$ cat config.mk
export PLATFORM = sky130hd
export DESIGN_NAME = p4_router_egress_demux
export DESIGN_NICKNAME = d
export VERILOG_FILES = /design/src/rtl/p4_router_pkg.sv /design/src/rtl/p4_router_axis_skid.sv /design/src/rtl/p4_router_egress_demux.sv
export SDC_FILE = /design/constraint.sdc
export NUM_CORES = 1
export LEC_CHECK = 0
export BUFFER_PORTS_ARGS = -buffer_cell sky130_fd_sc_hd__buf_2
export CAP_MARGIN = 5
export CELL_PAD_IN_SITES_DETAIL_PLACEMENT = 2
export CELL_PAD_IN_SITES_GLOBAL_PLACEMENT = 2
export CORE_UTILIZATION = 39
export DETAILED_ROUTE_END_ITERATION = 10
export PLACE_DENSITY = 0.92
export RECOVER_POWER = 25
export SLEW_MARGIN = 15
export SYNTH_ARGS = -nofsm -noshare
export SYNTH_HDL_FRONTEND = slang
export SYNTH_HIERARCHICAL = 1
export SYNTH_SLANG_ARGS = --single-unit
$ cat constraint.sdc
create_clock -name clk_ifc -period 13.69 [get_ports clk_ifc]
set_input_delay 4.107 -clock clk_ifc [delete_from_list [all_inputs] [get_ports clk_ifc]]
set_output_delay 4.107 -clock clk_ifc [all_outputs]
set_load 0.02 [all_outputs]
$ cat src/rtl/p4_router_pkg.sv
// Shared types and constants for the VNP4 router egress demux.
package p4_router_pkg;

  localparam int EGR_PORT_WIDTH_DEF = 4;
  localparam int STAT_CNT_WIDTH     = 32;

  typedef logic [EGR_PORT_WIDTH_DEF-1:0] egr_port_t;

  typedef enum logic [1:0] {
    SOF,
    FWD,
    DROP
  } demux_state_t;

endpackage

$ cat src/rtl/p4_router_axis_skid.sv
// Two-entry AXI-Stream skid buffer. The upstream ready comes straight from a
// flop, so no combinational path runs from out_tready back to in_tready.
// A beat accepted on the input shows on the output one cycle later.
module p4_router_axis_skid #(
  parameter int DATA_BYTES = 8
) (
  input  logic                    clk,
  input  logic                    rst,
  input  logic [DATA_BYTES*8-1:0] in_tdata,
  input  logic [DATA_BYTES-1:0]   in_tkeep,
  input  logic                    in_tlast,
  input  logic                    in_tvalid,
  output logic                    in_tready,
  output logic [DATA_BYTES*8-1:0] out_tdata,
  output logic [DATA_BYTES-1:0]   out_tkeep,
  output logic                    out_tlast,
  output logic                    out_tvalid,
  input  logic                    out_tready
);

  localparam int BEAT_W = DATA_BYTES*8 + DATA_BYTES + 1;

  logic [BEAT_W-1:0] in_beat;
  logic [BEAT_W-1:0] beat_p1;
  logic [BEAT_W-1:0] skd_beat;
  logic              vld_p1;
  logic              skd_vld;
  logic              in_fire;
  logic              out_free;

  assign in_beat   = {in_tdata, in_tkeep, in_tlast};
  assign in_tready = !skd_vld;
  assign in_fire   = in_tvalid && !skd_vld;
  assign out_free  = !vld_p1 || out_tready;

  assign {out_tdata, out_tkeep, out_tlast} = beat_p1;
  assign out_tvalid = vld_p1;

  // Occupancy: output slot refills from skid first, else from the input.
  always_ff @(posedge clk) begin
    if (rst) begin
      vld_p1  <= 1'b0;
      skd_vld <= 1'b0;
    end else if (out_free) begin
      vld_p1  <= skd_vld || in_fire;
      skd_vld <= 1'b0;
    end else if (in_fire) begin
      skd_vld <= 1'b1;
    end
  end

  // Beat storage; contents are qualified by the valid flags, so no reset.
  always_ff @(posedge clk) begin
    if (out_free) begin
      beat_p1 <= skd_vld ? skd_beat : in_beat;
    end else if (in_fire) begin
      skd_beat <= in_beat;
    end
  end

endmodule

$ cat src/rtl/p4_router_egress_demux.sv
// Egress demux: fans the converged VNP4 egress stream out to one AXI-Stream
// per physical port, steering by the port index in tuser on the first beat.
// Packets addressed to a non-existent port are swallowed whole.
// Optional counters are built when P4_ROUTER_EGR_DEMUX_STATS_EN is defined.
module p4_router_egress_demux
  import p4_router_pkg::*;
#(
  parameter int NUM_EGR_PORTS  = 4,
  parameter int DATA_BYTES     = 8,
  parameter int EGR_PORT_WIDTH = 4,
  parameter int USER_WIDTH     = 16
) (
  input  logic                                          clk_ifc,
  input  logic                                          sreset_ifc,
  input  logic [DATA_BYTES*8-1:0]                       egr_bus_tdata,
  input  logic [DATA_BYTES-1:0]                         egr_bus_tkeep,
  input  logic                                          egr_bus_tlast,
  input  logic [USER_WIDTH-1:0]                         egr_bus_tuser,
  input  logic                                          egr_bus_tvalid,
  output logic                                          egr_bus_tready,
  output logic [NUM_EGR_PORTS-1:0][DATA_BYTES*8-1:0]    egr_ports_tdata,
  output logic [NUM_EGR_PORTS-1:0][DATA_BYTES-1:0]      egr_ports_tkeep,
  output logic [NUM_EGR_PORTS-1:0]                      egr_ports_tlast,
  output logic [NUM_EGR_PORTS-1:0]                      egr_ports_tuser,
  output logic [NUM_EGR_PORTS-1:0]                      egr_ports_tvalid,
  input  logic [NUM_EGR_PORTS-1:0]                      egr_ports_tready,
  output logic                                          drop_invalid,
  output logic [NUM_EGR_PORTS-1:0][STAT_CNT_WIDTH-1:0]  pkt_count,
  output logic [STAT_CNT_WIDTH-1:0]                     drop_count
);

  demux_state_t              state, state_nxt;
  logic [EGR_PORT_WIDTH-1:0] hdr_port;
  logic [EGR_PORT_WIDTH-1:0] port_q, port_nxt;
  logic [EGR_PORT_WIDTH-1:0] sel;
  logic                      hdr_ok;
  logic                      fwd;
  logic                      sel_rdy;
  logic                      in_hs;
  logic                      drop_hs;
  logic [NUM_EGR_PORTS-1:0]  skid_rdy;
  logic [NUM_EGR_PORTS-1:0]  skid_vld;

  assign hdr_port = egr_bus_tuser[EGR_PORT_WIDTH-1:0];
  assign hdr_ok   = 32'(hdr_port) < NUM_EGR_PORTS;

  generate
    if (USER_WIDTH > EGR_PORT_WIDTH) begin : g_user_rest
      logic unused_tuser;
      assign unused_tuser = ^egr_bus_tuser[USER_WIDTH-1:EGR_PORT_WIDTH];
    end
  endgenerate

  // Pick the target port: decoded header in SOF, latched port mid-packet.
  always_comb begin
    sel = port_q;
    fwd = 1'b0;
    unique case (state)
      SOF: begin
        fwd = hdr_ok;
        if (hdr_ok) sel = hdr_port;
      end
      FWD:     fwd = 1'b1;
      default: fwd = 1'b0;
    endcase
  end

  // Ready of the selected skid buffer.
  always_comb begin
    sel_rdy = 1'b0;
    for (int p = 0; p < NUM_EGR_PORTS; p++) begin
      if (32'(sel) == p) sel_rdy = skid_rdy[p];
    end
  end

  // Discarded beats are always taken; forwarded ones wait on the target.
  assign egr_bus_tready = !sreset_ifc && (fwd ? sel_rdy : 1'b1);
  assign in_hs          = egr_bus_tvalid && egr_bus_tready;

  // Offer the beat only to the selected output.
  always_comb begin
    skid_vld = '0;
    for (int p = 0; p < NUM_EGR_PORTS; p++) begin
      skid_vld[p] = egr_bus_tvalid && fwd && !sreset_ifc && (32'(sel) == p);
    end
  end

  // Next-state: packet boundaries advance on accepted beats only.
  always_comb begin
    state_nxt = state;
    port_nxt  = port_q;
    drop_hs   = 1'b0;
    if (in_hs) begin
      unique case (state)
        SOF: begin
          if (hdr_ok) begin
            port_nxt = hdr_port;
            if (!egr_bus_tlast) state_nxt = FWD;
          end else begin
            drop_hs = 1'b1;
            if (!egr_bus_tlast) state_nxt = DROP;
          end
        end
        default: if (egr_bus_tlast) state_nxt = SOF;
      endcase
    end
  end

  // FSM, latched port and the drop pulse.
  always_ff @(posedge clk_ifc) begin
    if (sreset_ifc) begin
      state        <= SOF;
      port_q       <= '0;
      drop_invalid <= 1'b0;
    end else begin
      state        <= state_nxt;
      port_q       <= port_nxt;
      drop_invalid <= drop_hs;
    end
  end

  generate
    for (genvar p = 0; p < NUM_EGR_PORTS; p++) begin : g_port
      p4_router_axis_skid #(.DATA_BYTES(DATA_BYTES)) u_skid (
        .clk        (clk_ifc),
        .rst        (sreset_ifc),
        .in_tdata   (egr_bus_tdata),
        .in_tkeep   (egr_bus_tkeep),
        .in_tlast   (egr_bus_tlast),
        .in_tvalid  (skid_vld[p]),
        .in_tready  (skid_rdy[p]),
        .out_tdata  (egr_ports_tdata[p]),
        .out_tkeep  (egr_ports_tkeep[p]),
        .out_tlast  (egr_ports_tlast[p]),
        .out_tvalid (egr_ports_tvalid[p]),
        .out_tready (egr_ports_tready[p])
      );
    end
  endgenerate

  assign egr_ports_tuser = '0;

`ifdef P4_ROUTER_EGR_DEMUX_STATS_EN
  logic [NUM_EGR_PORTS-1:0][STAT_CNT_WIDTH-1:0] pkt_cnt_q;
  logic [STAT_CNT_WIDTH-1:0]                    drop_cnt_q;

  // Wrapping packet/drop counters, each stepping independently.
  always_ff @(posedge clk_ifc) begin
    if (sreset_ifc) begin
      pkt_cnt_q  <= '0;
      drop_cnt_q <= '0;
    end else begin
      for (int p = 0; p < NUM_EGR_PORTS; p++) begin
        if (egr_ports_tvalid[p] && egr_ports_tready[p] && egr_ports_tlast[p])
          pkt_cnt_q[p] <= pkt_cnt_q[p] + 1'b1;
      end
      if (drop_hs) drop_cnt_q <= drop_cnt_q + 1'b1;
    end
  end

  assign pkt_count  = pkt_cnt_q;
  assign drop_count = drop_cnt_q;
`else
  assign pkt_count  = '0;
  assign drop_count = '0;
`endif

endmodule

==> results by group <==
Global route
  – M1 GR Usage: 0.2710
  – GR Layer Usage met3: 0.05054
  – Met2 Use GR: 0.4261
  – Largest net degree at the start of global routing: 49
  – GR peak layer: met2
  – Vias in the first global route: about 13000
  – Global-route wire length before repair: ~100000 µm
  – Remaining global-route overflow: 0
  – Initial antenna violation count: 7
  – Tot GR Track Use: 0.2349

Cells and area
  – Finished Core Util: 0.4629
  – FF/Latch Area: roughly 18000 µm²
  – Layout Nets: between 1500 and 2000
  – # fillers: about 5500
  – Final Instance Area: 27270 µm²
  – Most frequent cells in the layout: edfxtp_1 (584), buf_2 (308), conb_1 (164), mux2_1 (148), mux2_2 (144)
  – Layout Area Growth over Synthesis: 17.48%
  – Area of the multi-input gates: 4481 µm²
  – Most common cell after layout, fill and taps aside: edfxtp_1
  – Share of post-route cells with drive strength above 1: 0.3444

Floorplan
  – DIE HEIGHT: roughly 250 µm
  – Core Box Area: between 50000 and 60000 µm²
  – Chip width: roughly 250 µm
  – IO Pins: approximately 560
  – Die area: approximately 61000 µm²
  – Initial core utilization: 0.3941
  – Site row count: between 80 and 90

Worst setup path
  – Worst path required time: between 9 and 10 ns
  – Reg-to-reg endpoint: g_port[2].u_skid/skd_beat[18]
  – Register-to-Register Setup Slack: a little over 10 ns
  – CP Data Arrival Time: 6.32 ns
  – Most frequent CP cell: buf_2
  – Critical-path top delay cell: mux2i_1
  – FF-to-FF path depth: 6
  – Worst path max stage delay: about 0.66 ns
  – Reg2reg start: state[0]
  – Worst-path fanout max: 7
  – Critical-path cell list: buf_2, nor4_2, mux2i_1, o211ai_1, a21oi_1, buf_2
  – Critical Path Start Type: input port
  – Crit Path Class: input port to primary output
  – Setup crit end kind: primary output

Power and ir drop
  – Static leakage: roughly 10 nW
  – Seq pwr share: 0.515
  – Comb power frac: 0.063
  – Int Pwr: 0.003106 W
  – Pwr dens: 148.3 nW/µm²
  – P_sw: roughly 0.00094 W
  – Switching part of the total: 0.2321
  – Power share of the clock group: 0.422
  – Peak VDD IR: between 0.1 and 0.15 mV

CTS
  – Postcts setup bufs: 0
  – CTS resizes: 0
  – Max clock buf depth: 3
  – Clk slew on worst S/H paths: roughly 0.06 ns
  – CTS sink count: roughly 600
  – H-tree depth: 3
  – Hold_buf cts: 0
  – CTS Root Buffer Type: clkbuf_16
  – Clk Latency, worst-skew pair: 0.60 ns
  – CTS tree: built
  – TritonCTS Buffers: 66

Synthesis
  – Post-synthesis async set-or-reset flop share: 0
  – Yosys warns: 6
  – Netlist cell types: 39
  – Synth Instances: 1183
  – Post-synth top area share: 0.7555
  – Area leader, netlist: edfxtp_1
  – Yosys reg bits: 599
  – Synthesized area per cell: just under 20 µm²
  – Area contributors post-synth: edfxtp_1 (76%), mux2_1 (7.2%), mux2_2 (7.0%), buf_4 (5.3%), dfxtp_1 (1.3%)
  – Sequential share of the synthesized area: 0.7684
  – Post-synth EDFFs: between 500 and 600
  – Most used DFF post-synth: edfxtp_1
  – Cell Area, Synth: between 20000 and 25000 µm²

Timing
  – Final Hold Fails: 0
  – Final setup violation count: 0
  – Final Slew Violations: 0
  – Final TNS setup: 0 ns
  – Final hold slack: 0.5351 ns
  – Fmax: 95.92 MHz
  – Tightest Pin Transition: 0.9144 ns
  – Final worst path period share: 0.7615
  – Unrepaired setup endpoints after global routing: false
  – Worst-case clock skew: around 0.028 ns
  – Fin crit period: 10.43 ns
  – Max-slew headroom: 0.3904

Place
  – I/O Buffers: about 380
  – Routability congestion estimate: just over 0.8
  – Placed cell areas: 25360 µm²
  – Final HPWL DP: between 40000 and 50000 µm

Status
  – Status: complete, no violations

Drt
  – DR DRC count: 0
  – Antenna-violating nets left: 0
  – Via density: roughly 4.9
  – Initial drt markers: 663
  – Final wirelength: slightly above 70000 µm
  – Vias: about 12000
  – WL/cell: around 30 µm
  – Drt first pass iters: 5

Hold path
  – Hold crit path type: flip-flop to flip-flop
  – Hold path cells: 1
  – Hold-critical path endpoint: port_q[3]
  – Worst hold start: port_q[3]

Job
  – Max_cap viols: 0
## through the flow
stage	std cells	power [W]	setup WS, ns
after floorplan	1346	0.002294	1.707
after global placement	2319	0.002347	3.490
after detailed placement	2319	0.002375	3.325
after CTS	2434	0.004088	3.261
after global routing	2435	0.004152	3.183
final	2435	0.004045	3.265
## power by group through the flow
stage | clock [W] | sequential, W | combinational (W)
2_1_floorplan | 0 | 0.00218 | 0.000118
3_3_place_gp | 0 | 0.00211 | 0.000235
3_5_place_dp | 0 | 0.00212 | 0.000253
4_1_cts | 0.00175 | 0.00208 | 0.000257
5_1_grt | 0.00180 | 0.00209 | 0.000267
6_report | 0.00171 | 0.00208 | 0.000253
## layout make-up
class	count	share of cell area
antenna	1	0.00009176
clock buffer	84	0.06419
inverter	8	0.001101
timing repair buffer	397	0.07098
sequential	599	0.6546
clock inverter	31	0.009268
multi-input combinational	542	0.1643
tap	773	0.03547
## worst max path at each step
stage / from / to / depth (start not counted)
after floorplan: egr_ports_tready[2] / g_port[2].u_skid/skd_beat[0] / 2
after global placement: egr_bus_tuser[3] / egr_bus_tready / 6
after detailed placement: egr_bus_tuser[3] / egr_bus_tready / 6
after CTS: egr_bus_tuser[3] / egr_bus_tready / 6
after global routing: egr_bus_tuser[3] / egr_bus_tready / 6
final: egr_bus_tuser[3] / egr_bus_tready / 6
## per-layer routing
layer | up-vias | wire (µm) | part of all wire
met5 | - | 69 | 0.00096
met4 | 10 | 1917 | 0.027
met3 | 113 | 3896 | 0.054
met2 | 460 | 38590 | 0.54
met1 | 6333 | 27410 | 0.38
li1 | 5076 | - | -
## logic make-up after synthesis
| group | share of synthesized area |
|---|---|
| and+or+nand+nor | 0.01391 |
| DFF | 0.7684 |
| AOI/OAI and AO/OA | 0.007708 |
| buffers and inverters | 0.06711 |
| other | 0.0001615 |
| muxes | 0.1427 |
## flip-flops by register name, summed over array words and instances, names as in the netlist
| register | flops |
|---|---|
| drop_invalid | 1 |
| g_port.u_skid/beat_p1 | 292 |
| g_port.u_skid/out_tvalid | 4 |
| g_port.u_skid/skd_beat | 292 |
| g_port.u_skid/skd_vld | 4 |
| port_q | 4 |
| state | 2 |
## cells in the mapped netlist, types with 4 or more instances
cell type,instances
buf_2,12
nor3_1,4
mux2_2,144
nand2b_1,8
mux2_1,148
nor2_1,15
inv_1,8
dfxtp_1,15
a21oi_1,10
edfxtp_1,584
nor3b_1,4
buf_4,164
o21ai_0,4
nand2_1,11
buf_6,21
## worst max-delay path: cells and delay by family
family | cells | cell delay [ns]
and+or+nand+nor | 1 | 0.62
AOI/OAI and AO/OA | 2 | 0.60
buffers and inverters | 2 | 0.32
muxes | 1 | 0.66
(Power assumes the default switching activity.)
